## config.mk

```make
export PLATFORM = sky130hd
export DESIGN_NAME = vga_bounce_box
export DESIGN_NICKNAME = d
export VERILOG_FILES = /design/src/rtl/vga_bounce_box_pkg.sv /design/src/rtl/vga_box_axis.sv /design/src/rtl/vga_bounce_box.sv
export SDC_FILE = /design/constraint.sdc
export NUM_CORES = 1
export LEC_CHECK = 0
export ABC_AREA = 1
export ABC_CLOCK_PERIOD_IN_PS = 3000
export BUFFER_PORTS_ARGS = -buffer_cell sky130_fd_sc_hd__buf_4
export CAP_MARGIN = 25
export CORE_MARGIN = 1.5
export CORE_UTILIZATION = 35
export CTS_CLUSTER_SIZE = 40
export DETAILED_ROUTE_END_ITERATION = 12
export GPL_TIMING_DRIVEN = 1
export SKIP_CTS_REPAIR_TIMING = 1
export SKIP_LAST_GASP = 1
export SYNTH_ARGS = -nofsm -noshare
export SYNTH_HDL_FRONTEND = slang
export SYNTH_SLANG_ARGS = --single-unit
```

## constraint.sdc

```tcl
create_clock -name Clock -period 3 [get_ports Clock]
set_input_delay 0.6 -clock Clock [delete_from_list [all_inputs] [get_ports Clock]]
set_output_delay 0.6 -clock Clock [all_outputs]
set_load 0.05 [all_outputs]
```

## src/rtl/vga_bounce_box_pkg.sv

```systemverilog
// Shared definitions for the bouncing-square pixel source: colours, VGA window timing,
// the axis direction type and the colour-cycle helper.
package vga_bounce_box_pkg;

    // {R,G,B} colour codes as seen by the controller's iVGA_RGB input.
    localparam logic [2:0] BLACK   = 3'b000;
    localparam logic [2:0] BLUE    = 3'b001;
    localparam logic [2:0] GREEN   = 3'b010;
    localparam logic [2:0] CYAN    = 3'b011;
    localparam logic [2:0] RED     = 3'b100;
    localparam logic [2:0] MAGENTA = 3'b101;
    localparam logic [2:0] YELLOW  = 3'b110;
    localparam logic [2:0] WHITE   = 3'b111;

    // Counter offsets of the first visible pixel/line and the visible extent.
    localparam int HS_OFFSET = 48;
    localparam int HS_ACTIVE = 640;
    localparam int VS_OFFSET = 29;
    localparam int VS_ACTIVE = 480;

    localparam int H_START_DEF = HS_OFFSET;
    localparam int H_END_DEF   = HS_OFFSET + HS_ACTIVE;
    localparam int V_START_DEF = VS_OFFSET;
    localparam int V_END_DEF   = VS_OFFSET + VS_ACTIVE;

    localparam int BOX_SIZE_DEF = 32;
    localparam int STEP_DEF     = 2;

    typedef enum logic {
        DIR_FWD = 1'b0,   // right / down
        DIR_REV = 1'b1    // left / up
    } dir_e;

    // Colour-cycle successor; black is skipped so the square never vanishes.
    function automatic logic [2:0] next_color(input logic [2:0] c);
        return (c == WHITE) ? BLUE : c + 3'b001;
    endfunction

endpackage

```

## src/rtl/vga_box_axis.sv

```systemverilog
// One motion axis of the bouncing square: position and direction registers that step
// once per update strobe and bounce/clamp at the window edges.
module vga_box_axis
    import vga_bounce_box_pkg::*;
#(
    parameter int START = H_START_DEF,
    parameter int END   = H_END_DEF,
    parameter int SIZE  = BOX_SIZE_DEF,
    parameter int STEP  = STEP_DEF
) (
    input  logic       Clock,
    input  logic       Reset,
    input  logic       update_i,
    output logic [9:0] pos_o,
    output logic       dir_o,
    output logic       bounce_o
);

    // 11-bit working width: position + SIZE + STEP cannot wrap.
    localparam logic [10:0] START_W = 11'(START);
    localparam logic [10:0] END_W   = 11'(END);
    localparam logic [10:0] SIZE_W  = 11'(SIZE);
    localparam logic [10:0] STEP_W  = 11'(STEP);
    localparam logic [10:0] MAX_W   = 11'(END - SIZE);

    logic [9:0] pos_q, pos_d;
    dir_e       dir_q, dir_d;
    logic       bounce;
    logic [10:0] pos_w;

    assign pos_w = {1'b0, pos_q};

    // NOTE: every next-state signal is given its hold value first, so no branch can infer a latch.
    always_comb begin
        pos_d  = pos_q;
        dir_d  = dir_q;
        bounce = 1'b0;
        if (update_i) begin
            if (dir_q == DIR_FWD) begin
                if (pos_w + SIZE_W + STEP_W >= END_W) begin
                    pos_d  = MAX_W[9:0];
                    dir_d  = DIR_REV;
                    bounce = 1'b1;
                end else begin
                    pos_d = pos_q + STEP_W[9:0];
                end
            end else begin
                if (pos_w < START_W + STEP_W) begin
                    pos_d  = START_W[9:0];
                    dir_d  = DIR_FWD;
                    bounce = 1'b1;
                end else begin
                    pos_d = pos_q - STEP_W[9:0];
                end
            end
        end
    end

    // NOTE: state registers use non-blocking assignments; the reset branch is synchronous.
    always_ff @(posedge Clock) begin
        if (Reset) begin
            pos_q <= START_W[9:0];
            dir_q <= DIR_FWD;
        end else begin
            pos_q <= pos_d;
            dir_q <= dir_d;
        end
    end

    assign pos_o    = pos_q;
    assign dir_o    = (dir_q == DIR_REV);
    assign bounce_o = bounce;

endmodule

```

## src/rtl/vga_bounce_box.sv

```systemverilog
// Bouncing-square pixel source for the VGA controller. Optional macro
// BOUNCE_COLOR_CYCLE_EN makes the square change colour on every bounce.
module vga_bounce_box
    import vga_bounce_box_pkg::*;
#(
    parameter int         H_START   = H_START_DEF,
    parameter int         H_END     = H_END_DEF,
    parameter int         V_START   = V_START_DEF,
    parameter int         V_END     = V_END_DEF,
    parameter int         BOX_SIZE  = BOX_SIZE_DEF,
    parameter int         STEP      = STEP_DEF,
    parameter logic [2:0] BOX_COLOR = BLUE,
    parameter logic [2:0] BG_COLOR  = BLACK
) (
    input  logic       Clock,
    input  logic       Reset,
    input  logic [9:0] iHcounter,
    input  logic [9:0] iVcounter,
    input  logic       iEnable,
    output logic [2:0] oVGA_RGB,
    output logic       oFrameTick,
    output logic [9:0] oBoxX,
    output logic [9:0] oBoxY
);

    localparam logic [10:0] SIZE_W = 11'(BOX_SIZE);

    logic       tick_q, tick_d;
    logic       update;
    logic [9:0] box_x, box_y;
    logic       x_dir, y_dir;
    logic       x_bounce, y_bounce;
    logic [2:0] box_color;
    logic       in_x, in_y;
    logic [2:0] rgb_q, rgb_d;

    // End-of-frame marker: first pixel of the line just past the active window.
    assign tick_d = (iVcounter == 10'(V_END)) && (iHcounter == 10'd0);
    assign update = tick_q && iEnable;

    vga_box_axis #(
        .START (H_START),
        .END   (H_END),
        .SIZE  (BOX_SIZE),
        .STEP  (STEP)
    ) u_axis_x (
        .Clock    (Clock),
        .Reset    (Reset),
        .update_i (update),
        .pos_o    (box_x),
        .dir_o    (x_dir),
        .bounce_o (x_bounce)
    );

    vga_box_axis #(
        .START (V_START),
        .END   (V_END),
        .SIZE  (BOX_SIZE),
        .STEP  (STEP)
    ) u_axis_y (
        .Clock    (Clock),
        .Reset    (Reset),
        .update_i (update),
        .pos_o    (box_y),
        .dir_o    (y_dir),
        .bounce_o (y_bounce)
    );

`ifdef BOUNCE_COLOR_CYCLE_EN
    logic [2:0] color_q, color_d;

    // A corner bounce is a single event, hence the OR.
    assign color_d = (x_bounce || y_bounce) ? next_color(color_q) : color_q;

    always_ff @(posedge Clock) begin
        if (Reset) begin
            color_q <= BOX_COLOR;
        end else begin
            color_q <= color_d;
        end
    end

    assign box_color = color_q;

    logic unused_axis;
    assign unused_axis = x_dir ^ y_dir;
`else
    assign box_color = BOX_COLOR;

    logic unused_axis;
    assign unused_axis = x_dir ^ y_dir ^ x_bounce ^ y_bounce;
`endif

    // Position only moves at the tick, so the square is stable across a whole frame.
    assign in_x = ({1'b0, iHcounter} >= {1'b0, box_x}) &&
                  ({1'b0, iHcounter} <  {1'b0, box_x} + SIZE_W);
    assign in_y = ({1'b0, iVcounter} >= {1'b0, box_y}) &&
                  ({1'b0, iVcounter} <  {1'b0, box_y} + SIZE_W);

    assign rgb_d = (in_x && in_y) ? box_color : BG_COLOR;

    always_ff @(posedge Clock) begin
        if (Reset) begin
            tick_q <= 1'b0;
            rgb_q  <= BLACK;
        end else begin
            tick_q <= tick_d;
            rgb_q  <= rgb_d;
        end
    end

    assign oVGA_RGB   = rgb_q;
    assign oFrameTick = tick_q;
    assign oBoxX      = box_x;
    assign oBoxY      = box_y;

endmodule

```

# After elaboration in Yosys (flattened, before gate mapping)
# Index checks and enable logic that the tools add are counted.
# totals
reg_bits	26
inputBits	23
out_inout_bits	24
wordCells	42
# op_classes
n_reduce_logical	6
eq_ne	1
n_mux	13
magnitude_cmp	8
addsub	8
# ops
cell	count
$mux 10	6
$add 10x6->11 const B	2
$add 11x2->11 const B	2
$lt 10x11->1	2
$add 10x2->10 const B	2
$ge 10x10->1	2
$sub 10x2->10 const B	2
$ge 11x10->1 const B	1
$ge 11x9->1 const B	1
$eq 10x9->1 const B	1
$logic_not 10->1	1
$lt 10x5->1 const B	1
$lt 10x6->1 const B	1
$mux 1	7
$logic_and 1x1->1	5

# Logic depth before layout (Yosys ltp)
# logic_depth
word_depth	5
ltp_mapped	15
ltp_nobuf	15

# By module
# A second synthesis with hierarchy kept.
# unflattened
cells_unflattened	517
area_unflattened_um2	3081.7
# modules_own_cells
mod	area_per_inst_um2	n_inst	cells_each	seq_area_each_um2
vga_bounce_box	1154.9	1	194	40.0
vga_box_axis (u_axis_y)	1064.8	1	180	220.2
vga_box_axis (u_axis_x)	862.1	1	143	200.2

# Worst setup path after synthesis
# OpenSTA, ideal clock, no wires.
# synth_timing
path_kind	register -> register
startpoint	register u_axis_y.pos_q[5] (netlist: u_axis_y.pos_o[5])
endpoint	register rgb_q[0] (netlist: oVGA_RGB[0])
setup_time_ns	0.124
period_less_slack_ns	2.313
slack_ns	0.687
t_required_ns	2.876
t_arrival_ns	2.189
path_buffers	0
stages_incl_launch_ff	12
cell_sequence	dfxtp_1 > inv_1 > ha_1 > inv_1 > ha_1 > inv_1 > nor2_1 > inv_1 > o21ai_0 > a21oi_1 > o211ai_1 > nor3_1
# synth_between
elab_chain_cells	5
elab_cells_between_ends	6
classes_between	add/sub: 1; order compare: 2; mux: 1; reduce/logical: 2
# synth_rtl
element	line_no	text
from (decl)	vga_box_axis.sv:26	logic [9:0] pos_q, pos_d;
from (signal assigned)	vga_box_axis.sv:62	pos_q <= START_W[9:0];
from (signal assigned)	vga_box_axis.sv:65	pos_q <= pos_d;
$add 10x6->11	vga_bounce_box.sv:98	({1'b0, iVcounter} < {1'b0, box_y} + SIZE_W);
$lt 10x11->1	vga_bounce_box.sv:98	
$logic_and 1x1->1 *	vga_bounce_box.sv:97	assign in_y = ({1'b0, iVcounter} >= {1'b0, box_y}) &&
$logic_and 1x1->1 *	vga_bounce_box.sv:100	assign rgb_d = (in_x && in_y) ? box_color : BG_COLOR;
$mux 1 *	vga_bounce_box.sv:100	
to (signal assigned)	vga_bounce_box.sv:108	rgb_q <= rgb_d;
to (decl)	vga_bounce_box.sv:35	logic [2:0] rgb_q, rgb_d;
# Every way passes the cells marked *; elsewhere a longest branch is shown, timed or not.
# A chain may end at the register's enable or synchronous reset.

# Worst setup path after layout
# Ends and elaborated chain as after synthesis.

==> impl_results.md <==
* Status: completed
* Worst Tran Pin Value at roughly 500 ps
* Core footprint at roughly 7800 sq um
* CTS Sinks at 23
* Syn Std Cell Area at 2882 sq um
* Maximum vdd drop at 158.0 uV
* Critical path's most frequent cell: ha_1
* WL final at roughly 8 mm
* Post-Layout Cell Count at 576
* Leakage at 0.001578 uW
* # diodes at 0
* Largest net degree at the start of global routing at 24
* CP Max Fanout at 8
* Most common cell in the netlist: nand2_1
* Min-Delay Path Class: input pin to flop
* CTS tree: done
* Gate Count Post-Synth at between 400 and 500
* Max incr delay on CP at about 520 ps
* Cell Chain, Critical Path: ha_1 > nand3_2 > xor2_2 > inv_1 > ha_1 > o21ai_0 > nor2_1 > nand2_1 > o211ai_1 > nor3_1
* Number of synthesized flops with an enable pin at 0
* Vias in the first global route at 2905
* Hold Slack at roughly 470 ps
* Fin. Hold Viols at 0
* Avg WL per Cell at around 14 microns
* Place WS at between 700 and 800 ps
* Ports at 47
* I/O Buffers at 43
* NetSw at between 150 and 200 uW
* Yosys top cell by area: ha_1
* Fin nets at ~540
* TNS Setup at 0 ps
* Worst Skew at about 11 ps
* Internal power at 442.2 uW
* GRT overflow at 0
* Antenna-violating nets left at 0
* Comb power frac at 0.163
* Seq/Total Area, Yosys at 0.1598
* Sw frac at 0.2787
* Setup ws final at slightly below 800 ps
* Yosys warns at 0
* Slew HR at 0.6650
* DR vias/cell at ~5.1
* Die area at between 8000 and 9000 sq um
* Layout cells sized above 1 at 0.1793
* Drt initial violations at about 110
* Routability Congestion at about 0.88
* Number of CTS-inserted buffers at 3
* Share of flip-flops with an asynchronous set or reset at 0
* RSZ-0062 raised after global routing: false
* CTS Root Cell: clkbuf_8
* Top delay family on crit path: adder cells
* Initial Utilization at 0.3672
* Latest clock arrival within the worst-skew pair at 280 ps
* Die Y at ~94 microns
* Achievable Freq at ~450 MHz
* Clock share of power at 0.338
* Crit Path Category: flop to flop
* Top-area cell type share of the netlist area at 0.1780
* Max Cap Viol at 0
* Top post-synthesis cells by area: ha_1 (18%), dfxtp_1 (16%), nand2_1 (13%)
* Crit start category: flop
* WP buf/inv at 1
* Fin crit period at ~2200 ps
* Vias at between 2000 and 3000
* Synth cell count leaders: nand2_1 (100), inv_1 (44), a21oi_1 (41), ha_1 (41), nor2_1 (32)
* PwrDens at approximately 190 nW/um^2
* Area Overhead vs Synth at 14.42%
* Initial antenna violation count at 0
* DRC violations left at 0
* Seq pwr share at 0.498
* # setup viols final at 0
* First-pass GRT wire length at roughly 13 mm
* GR Util All Layers at 0.1911
* Req. time, crit path at 3170 ps
* CTS max path bufs at 2
* Pins over their slew limit at 0
* Crit path capture type: flop
* Yosys cell types at 39
* H-tree Lvls at 1
* Core Rows at 32
* Die width at around 94 microns
* 1st-pass router iterations at 4
* FILL cells at 872
* Clock transition at path regs at 100 ps
* Period utilisation layout at 0.7423
* Post-synthesis register bit count at 23
* Dpl hpwl at ~6.5 mm
* WP data arrival at roughly 2400 ps
* Synth Flop Type: dfxtp_1
* Slowest-stage cell, CP: dfxtp_1
* Synth Area per Inst at roughly 6.5 sq um
* Placed Instances at about 570
## per-layer routing
layer,vias up,GRT usage,part of all wire
met1,1340,0.2292,0.44
met5,-,0,0
met2,60,0.3611,0.51
li1,1526,-,-
met4,0,0.04478,0.013
met3,9,0.02023,0.037
## final timing paths
kind,endpoint,cells after the start,startpoint,slack [ps]
setup / recovery,oVGA_RGB[0],10,u_axis_y.pos_o[5],770
hold / removal,oFrameTick,2,iHcounter[0],470
setup reg to reg,oVGA_RGB[0],10,u_axis_y.pos_o[5],770
hold reg to reg,u_axis_x.dir_o,2,u_axis_x.dir_o,500
## cell type report
type	count	area (sq um)	share of cell area
Multi-Input combinational cell	349	2130	0.6459
Sequential cell	23	460.4	0.1397
Timing Repair Buffer	44	330.3	0.1002
Inverter	54	202.7	0.06148
Tap cell	102	127.6	0.03871
Clock buffer	3	41.29	0.01252
Clock inverter	1	5.005	0.001518
## registers in the layout, summed over array words and instances, names as in the netlist
register,cells
u_axis_x.pos_o,9
u_axis_y.pos_o,10
u_axis_x.dir_o,1
u_axis_y.dir_o,1
oFrameTick,1
oVGA_RGB,1
## stage by stage
stage	utilization	total power [uW]	cell area (sq um)
floorplan	-	372.5	2889
detailed placement	0.4142	412.8	3251
finish	0.4201	613.0	3297
global route	0.4201	643.0	3297
CTS	0.4201	622.7	3297
global placement	0.4142	411.4	3251
## cell usage in the layout (no fill, tap or decap), types with 4 or more instances in the layout
cell type / count
nand2_1: 100
inv_1: 44
buf_4: 44
a21oi_1: 41
ha_1: 41
nor2_1: 32
o21ai_0: 31
dfxtp_1: 23
nand3_1: 21
xor2_1: 17
inv_2: 10
nand4_1: 9
nor3_1: 9
nand3_2: 7
nand2_2: 4
## power groups by stage
stage	sequential (uW)	combinational, uW	clock [uW]
global route	306	114	223
detailed placement	313	100	0
global placement	313	98.8	0
finish	305	100	207
CTS	305	101	217
floorplan	313	59.0	0
## logic make-up (layout without fill, tap and decap cells)
| family | after synthesis | in the layout | share of synthesized area |
|---|---|---|---|
| and+or+nand+nor | 196 | 196 | 0.3178 |
| AOI/OAI and AO/OA | 88 | 88 | 0.1728 |
| buffers and inverters | 70 | 102 | 0.1038 |
| adders and majority gates | 41 | 41 | 0.1780 |
| DFF | 23 | 23 | 0.1598 |
| xor gates and xnor gates | 21 | 21 | 0.06644 |
| other | 1 | 3 | 0.001301 |
(Power assumes the default switching activity.)
